--- config.mk ---
export PLATFORM = sky130hd
export DESIGN_NAME = module_uart_host_ctrl
export DESIGN_NICKNAME = d
export VERILOG_FILES = /design/src/rtl/module_uart_host_ctrl_pkg.sv /design/src/rtl/module_uart_host_ctrl_timeout.sv /design/src/rtl/module_uart_host_ctrl.sv
export SDC_FILE = /design/constraint.sdc
export NUM_CORES = 1
export LEC_CHECK = 0
export ABC_AREA = 1
export CAP_MARGIN = 10
export CORE_MARGIN = 2
export CORE_UTILIZATION = 35
export CTS_BUF_LIST = sky130_fd_sc_hd__clkbuf_16
export DETAILED_ROUTE_END_ITERATION = 10
export GPL_ROUTABILITY_DRIVEN = 0
export PLACE_DENSITY_LB_ADDON = 0.3
export SETUP_SLACK_MARGIN = 0.5
export SYNTH_ARGS = -nofsm -noshare
export SYNTH_HDL_FRONTEND = slang
export SYNTH_SLANG_ARGS = --single-unit
--- constraint.sdc ---
create_clock -name clk_i -period 2.8 [get_ports clk_i]
set_clock_uncertainty 0.1 [all_clocks]
set_input_delay 0.28 -clock clk_i [delete_from_list [all_inputs] [get_ports clk_i]]
set_output_delay 0.28 -clock clk_i [all_outputs]
set_load 0.02 [all_outputs]
--- src/rtl/module_uart_host_ctrl_pkg.sv ---
// Shared types and register-map constants for the UART host controller.
package pkg_UART;

  typedef enum logic [2:0] {
    IDLE,
    TX_WR_DATA,
    TX_WR_CTRL,
    TX_WAIT,
    RX_RD_DATA,
    RX_CLR_CTRL
  } state_e;

  localparam int unsigned SEND   = 0;
  localparam int unsigned NEW_RX = 1;

  localparam logic REG_SEL_CONTROL = 1'b0;
  localparam logic REG_SEL_DATA    = 1'b1;

  localparam logic ADDR_TX = 1'b0;
  localparam logic ADDR_RX = 1'b1;

  function automatic int unsigned cnt_width(input int unsigned n);
    return (n > 1) ? $clog2(n) : 1;
  endfunction

endpackage

--- src/rtl/module_uart_host_ctrl_timeout.sv ---
// Cycle counter for the TX completion wait; flags the last permitted cycle.
module module_timeout_counter
  import pkg_UART::*;
#(
  parameter int unsigned TIMEOUT_CYCLES = 20000
) (
  input  logic clk_i,
  input  logic rst_i,
  input  logic clr_i,
  input  logic en_i,
  output logic tc_o
);

  localparam int unsigned CW = cnt_width(TIMEOUT_CYCLES);

  logic [CW-1:0] cnt_q;
  logic [CW-1:0] cnt_d;

  // Holding at the terminal value keeps the count from ever wrapping.
  always_comb begin
    cnt_d = cnt_q;
    if (clr_i) begin
      cnt_d = '0;
    end else if (en_i && !tc_o) begin
      cnt_d = cnt_q + 1'b1;
    end
  end

  always_ff @(posedge clk_i) begin
    if (rst_i) begin
      cnt_q <= '0;
    end else begin
      cnt_q <= cnt_d;
    end
  end

  assign tc_o = (cnt_q == CW'(TIMEOUT_CYCLES - 1));

endmodule

--- src/rtl/module_uart_host_ctrl.sv ---
// Host-side controller that moves TX/RX bytes through a two-register UART
// peripheral (control + data), polling the control register while idle.
module module_uart_host_ctrl
  import pkg_UART::*;
#(
  parameter int unsigned TIMEOUT_CYCLES = 20000
) (
  input  logic        clk_i,
  input  logic        rst_i,
  input  logic [7:0]  tx_data_i,
  input  logic        tx_valid_i,
  output logic        tx_ready_o,
  output logic        tx_done_o,
  output logic [7:0]  rx_data_o,
  output logic        rx_valid_o,
  input  logic        rx_ready_i,
  output logic        err_o,
  output logic        wr_o,
  output logic        reg_sel_o,
  output logic        addr_o,
  output logic [31:0] data_o,
  input  logic [31:0] data_i
);

  state_e      state_q;
  logic        wr_q;
  logic        reg_sel_q;
  logic        addr_q;
  logic [31:0] data_q;
  logic        tx_done_q;
  logic        rx_valid_q;
  logic [7:0]  rx_data_q;
  logic        err_q;

  logic        rx_take;
  logic        tx_accept;
  logic        tmo_tc;
  logic        unused_data;

  // A held RX byte blocks servicing NEW_RX so the peripheral keeps the next one.
  assign rx_take     = data_i[NEW_RX] && !rx_valid_q;
  assign tx_ready_o  = (state_q == IDLE) && !rx_take && !rst_i;
  assign tx_accept   = tx_valid_i && tx_ready_o;
  assign unused_data = ^data_i[31:8];

  module_timeout_counter #(
    .TIMEOUT_CYCLES(TIMEOUT_CYCLES)
  ) u_tmo (
    .clk_i(clk_i),
    .rst_i(rst_i),
    .clr_i(state_q == TX_WR_CTRL),
    .en_i (state_q == TX_WAIT),
    .tc_o (tmo_tc)
  );

  // Bus outputs are registered for the state being entered; default is an idle control read.
  always_ff @(posedge clk_i) begin
    if (rst_i) begin
      state_q    <= IDLE;
      wr_q       <= 1'b0;
      reg_sel_q  <= REG_SEL_CONTROL;
      addr_q     <= ADDR_TX;
      data_q     <= '0;
      tx_done_q  <= 1'b0;
      rx_valid_q <= 1'b0;
      rx_data_q  <= '0;
      err_q      <= 1'b0;
    end else begin
      wr_q      <= 1'b0;
      reg_sel_q <= REG_SEL_CONTROL;
      addr_q    <= ADDR_TX;
      data_q    <= '0;
      tx_done_q <= 1'b0;
      if (rx_valid_q && rx_ready_i) begin
        rx_valid_q <= 1'b0;
      end
      case (state_q)
        IDLE: begin
          if (rx_take) begin
            state_q   <= RX_RD_DATA;
            reg_sel_q <= REG_SEL_DATA;
            addr_q    <= ADDR_RX;
          end else if (tx_accept) begin
            state_q   <= TX_WR_DATA;
            wr_q      <= 1'b1;
            reg_sel_q <= REG_SEL_DATA;
            addr_q    <= ADDR_TX;
            data_q    <= {24'h0, tx_data_i};
          end
        end
        TX_WR_DATA: begin
          state_q <= TX_WR_CTRL;
          wr_q    <= 1'b1;
          data_q  <= 32'h1;
        end
        TX_WR_CTRL: state_q <= TX_WAIT;
        TX_WAIT: begin
          if (!data_i[SEND]) begin
            state_q   <= IDLE;
            tx_done_q <= 1'b1;
          end else if (tmo_tc) begin
            state_q <= IDLE;
            err_q   <= 1'b1;
          end
        end
        RX_RD_DATA: begin
          rx_data_q  <= data_i[7:0];
          rx_valid_q <= 1'b1;
          state_q    <= RX_CLR_CTRL;
          wr_q       <= 1'b1;
        end
        RX_CLR_CTRL: state_q <= IDLE;
        default:     state_q <= IDLE;
      endcase
    end
  end

  assign wr_o       = wr_q;
  assign reg_sel_o  = reg_sel_q;
  assign addr_o     = addr_q;
  assign data_o     = data_q;
  assign tx_done_o  = tx_done_q;
  assign rx_valid_o = rx_valid_q;
  assign rx_data_o  = rx_data_q;
  assign err_o      = err_q;

endmodule

======== Word-level counts from Yosys, hierarchy flattened ========
Index checks and enable logic that the tools add are counted.
storage, ports and cells
  bits in registers ....................... 64
  bits of input ports ..................... 44
  output and inout port bits .............. 47
  logic and storage cells ................. 54
operators by class
  add/subtract/negate cells ............... 1
  eq/ne operators ......................... 7
  muxes and demuxes ....................... 16
  bitwise logic cells ..................... 2
  reductions and logical operators ........ 18
operators by type and width
  operator                                                         number
  8-bit two-way mux                                                2
  8-bit case mux with 2 select lines                               1
  15-bit by 1-bit adder with 15-bit output, second input constant  1
  15-bit == test, second input constant                            1
  3-bit case mux with 5 select lines                               1
  3-bit two-way mux                                                4
  2-bit OR reduction                                               4
  1-bit two-way mux                                                7
  3-bit by 2-bit == test with 1-bit output, second input constant  2
  1-bit logical AND                                                6
  3-bit inequality test, second input constant                     2
  1-bit zero test                                                  4
  3-bit by 1-bit == test with 1-bit output, second input constant  1
  3-bit == test, second input constant                             1
  3-bit zero test                                                  1
  3-bit AND reduction                                              1
  1-bit inverter                                                   2
  1-bit case mux with 2 select lines                               1
  2-bit AND reduction                                              1
  2-bit nonzero test                                               1

======== Logic depth before layout (Yosys ltp) ========
Gate-level depths: netlist of the first run.
  depth after elaboration ................. 9
  gate-level depth with buffers ........... 8

======== Hierarchy ========
Synthesis of the first run repeated with hierarchy kept, for this count alone.
second synthesis, totals
  cell total of the unflattened synthesis .. 290
  area total of the unflattened synthesis .. 2088.3 µm²
by module, submodules not included
  module                  times used  cells each  area each (µm²)
  module_uart_host_ctrl   1           135         1092.3
  module_timeout_counter  1           155         996.0

======== Worst setup path after synthesis of the first run ========
No wires, ideal clock.
  path type ............................... reg2reg
  start point ............................. register u_tmo.cnt_q[0]
  end point ............................... register u_tmo.cnt_q[14]
  library setup time ...................... 66 ps
  data arrival time ....................... 1390 ps
  setup slack ............................. 1244 ps
  cell stages (with the launch flop) ...... 9
  period minus slack after synthesis ...... 1556 ps
  cells stage by stage .................... dfxtp_1 -> ha_1 -> nand3_2 -> nor2_2 -> nand2_4 -> nand2_4 -> buf_6 -> nand2_1 -> a21oi_2
between the ends
  word-level cells in the longest chain between the ends .. 3
  elaborated cells between the ends (all ways) .. 4
ends and longest elaborated chain
  element                                                                           line                                 RTL
  start, declared                                                                   module_uart_host_ctrl_timeout.sv:16  logic [CW-1:0] cnt_q;
  start signal, assigned                                                            module_uart_host_ctrl_timeout.sv:33  cnt_q <= cnt_d;
  branches (longest 3 deep; another with 15-bit by 1-bit adder with 15-bit output)  n/a
Parallel ways; which one is timed is not known.
A chain may end at the register's enable or synchronous reset.

======== Worst setup path after layout of the first run ========
  start point ............................. register state_q[0]
  end point ............................... output port tx_ready_o
between the ends
  word-level cells in the longest chain between the ends .. 3
ends and longest elaborated chain
  element                          line                         RTL
  start, declared                  module_uart_host_ctrl.sv:25  state_e state_q;
  start signal, assigned           module_uart_host_ctrl.sv:59  state_q <= IDLE;
  start signal, assigned           module_uart_host_ctrl.sv:80  state_q <= RX_RD_DATA;
  start signal, assigned           module_uart_host_ctrl.sv:84  state_q <= TX_WR_DATA;
  3-bit zero test                  module_uart_host_ctrl.sv:42  assign tx_ready_o = (state_q == IDLE) && !rx_take && !rst_i;
  1-bit logical AND (2 in series)  module_uart_host_ctrl.sv:42
  end, declared                    module_uart_host_ctrl.sv:12  output logic tx_ready_o,
Every way passes these cells.

==> results summary, run 1 <==
The required time at the worst-slack endpoint is 2420 ps. For this run, the register share of the synthesized area comes to 38.81%. The worst hold path terminates at err_o. The commonest cells after synthesis are nand2_1, nor2_1, dfxtp_1. The count of TritonRoute iterations in the first routing pass is 4. The count of routing violations after the opening detailed-route iteration came out at 51. The initial core utilization came out at 36.79%. Of the cells placed in the final design, the portion with a size suffix greater than 1 is 6.745%. The cell sitting at the root of the clock tree is a clkbuf_16. Dividing total power by cell area gives a power density of 694.2 mW/mm².

Dividing the detail-routed wire length by the instance count gives 10.36 µm. The minimum clock period after layout came out at 1783 ps. The synthesized netlist occupies a cell area of 0.002063 mm². The first global-routing pass estimated 7445 µm of wire. Clock-pin slew was measured on the worst setup and hold paths at 60 ps.

The final antenna-violating net count is 0. The kind of critical path is reg2out. The area of the die came out at 0.006525 mm². Among all flip-flop cells after synthesis, the most frequent one is dfxtp_1.

The total track usage came out at 14.40%. The overall overflow remaining after global route is 0. The H-tree was split into 2 levels.

Yosys attributes the largest share of cell area to dfxtp_1, nand2_1, buf_4, nor2_1, nand3_1. The worst pin sits at a relative slew slack of 60.14%. The die extent in x came out at 80.78 µm. The measured slew at the worst slew-check pin is 596.4 ps. Counting the buffers created by CTS gives 5. The largest total area in the synthesized netlist belongs to dfxtp_1. The worst hold slack came out at 358.0 ps. After detailed routing, the total wire length is 4278 µm. Row generation in the floorplan step produced 27 rows. The count of flip-flops with a built-in enable after synthesis came out at 0.

Setup repair after global routing left no endpoint under its margin. Measured in cells, the most critical reg-to-reg path has a length of 7. The worst setup path is launched from a register. The largest net degree at the start of global routing is 16. The number of antenna violations at the first check in global routing came out at 0.

The flow ran to the end, and the final reports show no timing, DRC or antenna violations. The fraction of registers with async set/reset is 0%. The worst-case IR drop observed on VDD is 418.7 µV. The diode insertion count for antenna repair came out at 0. The count of endpoints failing setup in the final report came out at 0.

The total via count in the routed design is 1,872. The number of global-route vias before repair came out at 1,717. The maximum achievable frequency is 560.8 MHz. A synthesized cell averages 6.994 µm². The tool flagged a number of max-cap violations equal to 0.

The min-delay analysis places its worst path in the category reg2reg. In this run the most critical hold path is launched from err_o. For flop-to-flop paths, the worst setup slack is 1060 ps. The placed standard-cell area is 0.002464 mm². The number of warnings printed during yosys synthesis came out at 0.

TritonCTS built the clock tree. The worst register-to-register path begins at u_tmo.cnt_q[0]. Pin placement for this block handled 91 I/O pins. The setup TNS is 0 ps. The analysis attributes to cell leakage a power of 1.025 nW.

The final design utilization came out at 47.03%. The number of DRC violations after detailed routing is 0. Yosys instantiated no cell more often than nand2_1. The final count of hold timing violations is 0. The final layout net count came out at 385. STA classifies the critical path endpoint as a primary output.

The core region is 0.005608 mm². The summed area of non-filler cells in the final layout is 0.002638 mm². The post-synthesis cell count came out at 295. From synthesis to final layout, the design area changed by 27.84%. Once detailed placement completed, the half-perimeter wirelength came to 3168 µm.

The clock net sink count came out at 40. In this run the worst path has a maximum fanout of 4. In the routed layout, each cell is associated on average with a via count of 4.533. Counting along the longest clock path gives a buffer depth of 2.

The filler cells instantiated in the layout total 584. The latest clock arrival within the worst-skew pair is 280 ps. The critical path arrival is 1400 ps. The worst hold path was traced through 2 stages. The share of Yosys cell area claimed by the top area cell type is 38.81%. The final max-slew violation count is 0. The number of register bits inferred by synthesis came out at 40. The number of buffers added on ports is 42. The sum of internal, switching and leakage power came out at 0.001831 W. The number of post-CTS setup repair buffers is 0.

Counting distinct cell types in the post-synthesis netlist gives 29. The end of the worst register-to-register path is u_tmo.cnt_q[10]. The floorplan die height came out at 80.78 µm. Of the available clock period, the critical path in the final layout requires 63.68%.
cell usage in the layout (no fill, tap or decap), drive strengths merged:
master         instances
nand3                 23
conb                  24
xnor2                  1
ha                     1
xor2                   2
a21oi                 21
nor2                  49
clkdlybuf4s50         41
nor3                   2
buf                    2
clkinvlp               1
clkbuf                 5
a31oi                  2
o21ai                 12
dlymetal6s2s           1
nand3b                 3
clkinv                 1
nand4                  7
nand2                 71
inv                   30
dfxtp                 40
bufinv                 1
o21a                   1
worst max path at each step:
stage / depth (start not counted) / end / slack [ps] / start
detailed placement: 5 / tx_ready_o / 720 / rst_i
finish: 4 / tx_ready_o / 1020 / state_q[0]
global route: 4 / tx_ready_o / 860 / state_q[0]
CTS: 4 / tx_ready_o / 620 / state_q[0]
floorplan: 8 / u_tmo.cnt_q[14] / 1240 / u_tmo.cnt_q[0]
global placement: 5 / tx_ready_o / 730 / rst_i
sequential cells by signal (all words and copies together) (netlist names), 3 cells and up:
signal       count
u_tmo.cnt_q     15
data_o           8
rx_data_o        8
state_q          3
critical path, stage by stage (launching register included):
cell and delay (ps):
dfxtp_1 330, nor2_1 210, nand3_1 150, nor2_1 180
dlymetal6s2s_1 250
timing repair:
item / 4_1_cts / 5_1_grt
hold buffers: 0 / 0
endpoints found under the setup margin: 0 / 1
resized for setup: 0 / 1
per-layer routing:
metal	vias to the layer above	GRT usage, %	wire length (µm)
met3	6	3.556	247
met1	840	18.42	1925
met2	44	23.42	2045
met5	-	0	0
met4	0	5.593	60
li1	982	-	-
cells by family (layout without fill, tap and decap cells):
group | Yosys count | count (layout) | synth area share, %
other | 1 | 24 | 0.1818
adder cells (fa/ha/maj) | 1 | 1 | 0.6063
XOR/XNOR | 3 | 3 | 1.274
AO/OA/AOI/OAI | 36 | 36 | 9.521
AND/OR/NAND/NOR | 155 | 155 | 33.78
flip-flops | 40 | 40 | 38.81
buffers and inverters | 59 | 82 | 15.83
metrics by stage:
stage / setup WS (ps) / instances
finish: 1017 / 413
global route: 855.3 / 413
CTS: 616.0 / 413
detailed placement: 722.8 / 405
global placement: 730.5 / 405
floorplan: 1244 / 318
power by group:
group          leakage [nW]  internal (W)  switching (W)  total [W]
Sequential            0.325      0.000646      0.0000395   0.000686
Clock                0.0804      0.000423       0.000236   0.000659
Combinational         0.619      0.000198       0.000288   0.000486
Total                  1.03       0.00127       0.000563    0.00183
area by class of cell:
class	instances	area [µm²]	area share (%)
multi-input combinational	219	1022	38.76
sequential	40	800.8	30.36
timing repair buffer	44	437.9	16.60
clock buffer	5	125.1	4.744
inverter	30	115.1	4.364
tap	72	90.09	3.416
clock inverter	3	46.29	1.755
(Power assumes the default switching activity.)
==> run 2, diff against run 1 <==
Clock period 2.8 ns to 1.7 ns, I/O delays scaled along.
==> results summary, run 2 (same netlist as run 1, synthesis figures left out) <==
The maximum achievable frequency came out at 703.0 MHz. In this run, the number of DRC markers left after iteration 0 of detailed routing was 163. For this design, the sink count on the clock tree is 40. The region available for standard cell placement spans 0.005608 mm². After detailed routing, the total wire length is 5205 µm. The repair_antennas step left the layout with diodes totalling 0. The library cell used as clock root buffer is clkbuf_16. The number of CTS-inserted buffers came out at 5. The final count of hold timing violations came to 0.

The required time at the worst-slack endpoint is 1820 ps. The endpoint type of the worst setup path is a register. The floorplan has 27 rows.

Power spread over the standard cell area amounts to 1006 mW/mm². The routed layout has 2,054 vias. Summed over all cells, the static leakage comes to 1.180 nW. The number of vias per cell is 4.711.

The H-tree level count is 2. The worst path uses 83.68% of the clock period. The most common cell after layout, fill and taps aside is nand2_1. For this run, the number of standard cells in the final layout without fillers is 436. The largest net degree at the start of global routing is 16. The kind of critical path is reg2reg. The final antenna-violating net count is 0. Ranked by flip-flop count, first place goes to u_tmo.cnt_q. The number of global-route vias before repair came out at 1,812. The overall overflow remaining after global route is 0. The floorplan die height came out at 80.78 µm. The tightest hold path in the finished design has a slack of 308.4 ps. The library cells used most frequently in the layout, excluding fill and tap cells, are nand2_1, nor2_1, dfxtp_1, inv_1, conb_1. The total track usage is 15.92%. Once detailed placement completed, the half-perimeter wirelength came to 3325 µm. The number of buffers added on ports came out at 42. Setup slack on the critical path of the routed design comes to 277.5 ps. The completed layout was analyzed and its total power is 0.003038 W. The path class of the tightest hold or removal check is in2reg. Setup violations remaining at the end of the flow were counted as 0. In the routed design, unresolved DRC markers number 0.

The number of maximum-capacitance violations is 0. For this configuration, the core starts out at a cell density of 36.79%. The area of the die came out at 0.006525 mm².

The biggest fanout along the worst timing path came out at 6. The number of cells after detailed placement is 412. The final max-slew violation count came out at 0. The count of TritonRoute iterations in the first routing pass is 4. TritonCTS built the clock tree. The worst voltage drop across the vdd grid is 562.2 µV. The number of flip-flops under the largest register name came out at 15. The deepest clock path buffer count is 2.

The minimum clock period after layout is 1423 ps. The worst slack at placement came out at -82.62 ps. The die extent in x is 80.78 µm.

The wire length of the first global-routing pass came out at 8252 µm. At the end of the flow, the number of nets in the layout was 408. The flow ran to the end, and the final reports show no timing, DRC or antenna violations. At the later pin of the worst-skew pair, clock insertion delay measures 280 ps. The number of antenna violations at the first check in global routing is 0.

The worst setup path is launched from a register. Dividing the detail-routed wire length by the instance count gives 11.94 µm. The number of top-level pins is 91. The critical path arrival is 1540 ps.

Setup repair after global routing could not meet its margin everywhere. The layout cell share with drive strength beyond 1 came out at 33.52%. The synthesis-to-finish area growth is 46.39%. The clock transition at the register clock pins on the worst setup and hold paths after CTS came out at 60 ps.
-- run 2: cell count changes in the layout (fill, tap and decap cells not counted), sizes merged, moves of 2 or more --
cell / change
buf: +23
clkdlybuf4s50: -22
clkbuf: +11
clkdlybuf4s15: +9
nand2: +2
-- run 2: power by group --
group          internal [W]  leakage [nW]  switching, W
combinational      0.000386         0.780      0.000588
sequential          0.00107         0.332     0.0000680
clock              0.000539        0.0678      0.000384
-- run 2: final timing paths --
path | startpoint | end | slack (ps) | depth (start not counted)
hold reg to reg | err_o | err_o | 370 | 2
setup / recovery | u_tmo.cnt_q[6] | u_tmo.cnt_q[8] | 280 | 7
setup reg to reg | u_tmo.cnt_q[6] | u_tmo.cnt_q[8] | 280 | 7
hold / removal | tx_data_i[3] | data_o[3] | 310 | 3
-- run 2: area by class of cell --
type	instances	area [µm²]
Multi-Input combinational cell	221	1277
Clock inverter	3	17.52
Clock buffer	5	125.1
Inverter	30	117.6
Sequential cell	40	825.8
Fill cell	531	2587
Tap cell	72	90.09
Timing Repair Buffer	65	566.8
-- run 2: metal layers --
layer  vias up  GRT usage [%]  wire [µm]  part of all wire, %
met4         0          8.644        165                  3.2
met1       918          19.54       2172                   42
li1       1036              -          -                    -
met2        83          26.75       2616                   50
met5         -              0          0                    0
met3        17          2.556        251                  4.8
-- run 2: critical path: stages (launching register included) --
cell and delay [ps]:
dfxtp_1 440, inv_1 110, nand3_1 140, nor2_4 60, nand2_4 170, buf_4 150
nand3_1 70, a21oi_1 130
-- run 2: timing repair --
action | CTS | global route
endpoints found under the setup margin | 58 | 58
cloned | 2 | 0
pin swaps | 22 | 19
gates resized for setup | 71 | 68
setup buffers | 11 | 3
hold buffers | 0 | 0
-- run 2: per-stage QoR --
stage / setup TNS, ps / util, % / instance area (µm²)
5_1_grt: 0 / 53.86 / 3020
3_3_place_gp: -75.57 / 45.94 / 2576
3_5_place_dp: -82.62 / 45.94 / 2576
2_1_floorplan: 0 / - / 2197
4_1_cts: 0 / 51.81 / 2905
6_report: 0 / 53.86 / 3020
==> run 3, diff against run 2 <==
Clock period 1.7 ns to 1.5 ns, I/O delays scaled along.
==> results summary, run 3 (same netlist as run 1, synthesis figures left out) <==
The run finished with clean final reports. The number of global-route vias before repair is 1,879. The H-tree level count is 2.

The count of routing violations after the opening detailed-route iteration is 109. The most crowded layer after global routing is met2. The synthesis-to-finish area growth is 54.76%. The clock net in this run drives a total of 40 sinks.

The overall overflow remaining after global route is 0. The row count is 27. The final count of hold timing violations came out at 0. The filler-free cell count of the finished design came out at 439. Setup violations remaining at the end of the flow were counted as 0.

The delay of the slowest cell on the worst path is 350 ps. The number of vias per cell came out at 4.674. The layout cell share with drive strength beyond 1 came out at 39.78%. The number of buffers added on ports is 42.

The worst hold endpoint is data_o[5]. The fill cell total of the finished layout came out at 518. The most common cell after layout, fill and taps aside is nand2_1.

The number of CTS-inserted buffers came out at 5. The leakage power came out at 1.267 nW. Setup repair after global routing could not meet its margin everywhere.

The worst setup path is of the reg2reg kind. The floorplan core area came out at 0.005608 mm². The top cell types in the final layout, fill and taps aside, are nand2_1, nor2_1, buf_6, inv_1.

The die extent in x is 80.78 µm. Data on the critical path is required at its endpoint by 1570 ps. TritonCTS built the clock tree. The deepest clock path buffer count is 2. The floorplan die height is 80.78 µm. The setup slack of the critical path after layout came out at 79.29 ps.

The largest net degree at the start of global routing came out at 16. The library cell used as clock root buffer is clkbuf_16. The worst hold path belongs to the class in2reg. The number of antenna violations at the first check in global routing came out at 0.

The ratio of final minimum period to clock period came out at 94.71%. The clock share of power came out at 32.3%. The startpoint of the lowest-slack hold path is tx_data_i[5]. The area of the die is 0.006525 mm². The critical path arrival came out at 1490 ps. The total wire length after detailed routing came out at 5030 µm. In this design, the largest share of critical-path delay is due to simple AND/OR/NAND/NOR gates. The worst hold slack came out at 288.8 ps. The number of maximum-capacitance violations is 0. The placed standard-cell area came out at 0.002656 mm². The sum of net half-perimeters after detailed placement came out at 3400 µm.

STA classifies the critical path startpoint as a register. For this configuration, the core starts out at a cell density of 36.79%. The clock period could shrink to 1421 ps. The number of stages on the worst hold path is 3. The global-route met1 utilization is 18.65%. The routed layout has 2,052 vias.

The summed area of non-filler cells in the final layout is 0.003193 mm². The register bank with the most flops is u_tmo.cnt_q. Once placement completed, the tool counted placed cells totaling 422. The number of top-level pins is 91. In this run the remaining antenna-violating nets after routing total 0. The global-route track usage on met3 is 4.222%.

The final max-slew violation count was 0. The final layout net count came out at 412. The power share of the combinational group came out at 34.9%.

The number of DRC violations after detailed routing is 0. The worst voltage drop across the vdd grid is 722.9 µV. The worst setup path is captured at a register.

The diode insertion count for antenna repair came out at 0. The met2 routing resource usage after global routing came out at 26.58%. The worst slack at placement came out at -243.6 ps. The worst-case reg-to-reg path depth came out at 7. The latest clock arrival within the worst-skew pair came out at 280 ps. The wire length of the first global-routing pass came out at 7948 µm. The count of TritonRoute iterations in the first routing pass came out at 4. The critical-path cell with the highest stage delay is dfxtp_4.

For this design the ratio of total power to cell area is 1268 mW/mm². The internal power of the cells totals 0.002768 W. The number of hold buffers added after CTS was 0. The final routed wire length divided by cell count is 11.46 µm. The maximum achievable frequency is 703.9 MHz. The power dissipated by switching net loads is 0.001281 W. The part of the power in registers came out at 32.8%. The reg-to-reg setup timing slack came out at 80 ps.

The buffers plus inverters on the worst setup path came out at 1. The biggest fanout along the worst timing path is 7. The number of flip-flops under the largest register name is 15. Clock-pin slew was measured on the worst setup and hold paths at 60 ps. Global routing used 15.46% of the available tracks across all layers. The worst register-to-register path ends at u_tmo.cnt_q[0].

The startpoint identified for the worst register-to-register timing path is u_tmo.cnt_q[0]. Traced cell by cell, the critical path runs through ha_4, nand3_4, nor2_4, nand2_4, buf_4, nand3_1, a21oi_1. The switching share of total power came out at 31.63%.
## run 3: cell count changes in the layout (fill, tap and decap cells not counted), moves of 6 or more
cell / previous run / this run
buf_6: 6 / 26
dfxtp_2: 8 / 24
dfxtp_1: 28 / 13
clkbuf_2: 11 / 0
nand2_2: 17 / 8
clkdlybuf4s15_1: 7 / 0
nand2_1: 51 / 58
buf_4: 17 / 23
o21ai_2: 1 / 7
## run 3: power groups by stage
stage / clock network [W] / logic [W] / registers (W)
final: 0.00131 / 0.00141 / 0.00133
after global routing: 0.00138 / 0.00153 / 0.00135
after CTS: 0.00133 / 0.00116 / 0.00131
after detailed placement: 0 / 0.00109 / 0.00129
after global placement: 0 / 0.00108 / 0.00129
after floorplan: 0 / 0.000498 / 0.00145
## run 3: area by class of cell
class | count | area [µm²] | area share, %
Clock inverter | 1 | 30.03 | 0.9404
Sequential cell | 40 | 842.1 | 26.37
Timing Repair inverter | 1 | 8.758 | 0.2743
Tap cell | 72 | 90.09 | 2.821
Inverter | 30 | 132.6 | 4.154
Clock buffer | 6 | 150.1 | 4.702
Timing Repair Buffer | 69 | 675.6 | 21.16
Multi-Input combinational cell | 220 | 1264 | 39.58
## run 3: how the worst max path moves through the flow
stage	start	end	slack (ps)	depth (start not counted)
floorplan	u_tmo.cnt_q[1]	u_tmo.cnt_q[0]	140	8
global placement	rst_i	tx_ready_o	-260	5
detailed placement	rst_i	tx_ready_o	-240	5
CTS	state_q[0]	u_tmo.cnt_q[8]	130	7
global route	u_tmo.cnt_q[0]	u_tmo.cnt_q[2]	8	7
finish	u_tmo.cnt_q[0]	u_tmo.cnt_q[0]	80	7
## run 3: through the flow
stage / total power (W) / utilization, % / setup TNS (ps)
after global routing: 0.004251 / 56.94 / 0
after floorplan: 0.001944 / - / 0
final: 0.004049 / 56.94 / 0
after CTS: 0.003795 / 52.59 / 0
after global placement: 0.002370 / 47.37 / -293.7
after detailed placement: 0.002388 / 47.37 / -314.0
## run 3: what timing repair did
item,4_1_cts,5_1_grt
cloned,0,2
buffers inserted,4,4
setup endpoints to repair,62,58
resized for setup,161,66
pin swaps,14,11
## run 3: worst register-to-register path: stages (launching register included)
cell,delay [ps]
dfxtp_4,350
ha_4,170
nand3_4,100
nor2_4,150
nand2_4,120
buf_4,180
nand3_1,70
a21oi_1,70
## run 3: metal layers
metal | share of wire (%) | vias up
li1 | - | 1034
met1 | 41 | 947
met2 | 51 | 64
met3 | 6.3 | 7
met4 | 1.1 | 0
met5 | 0 | -
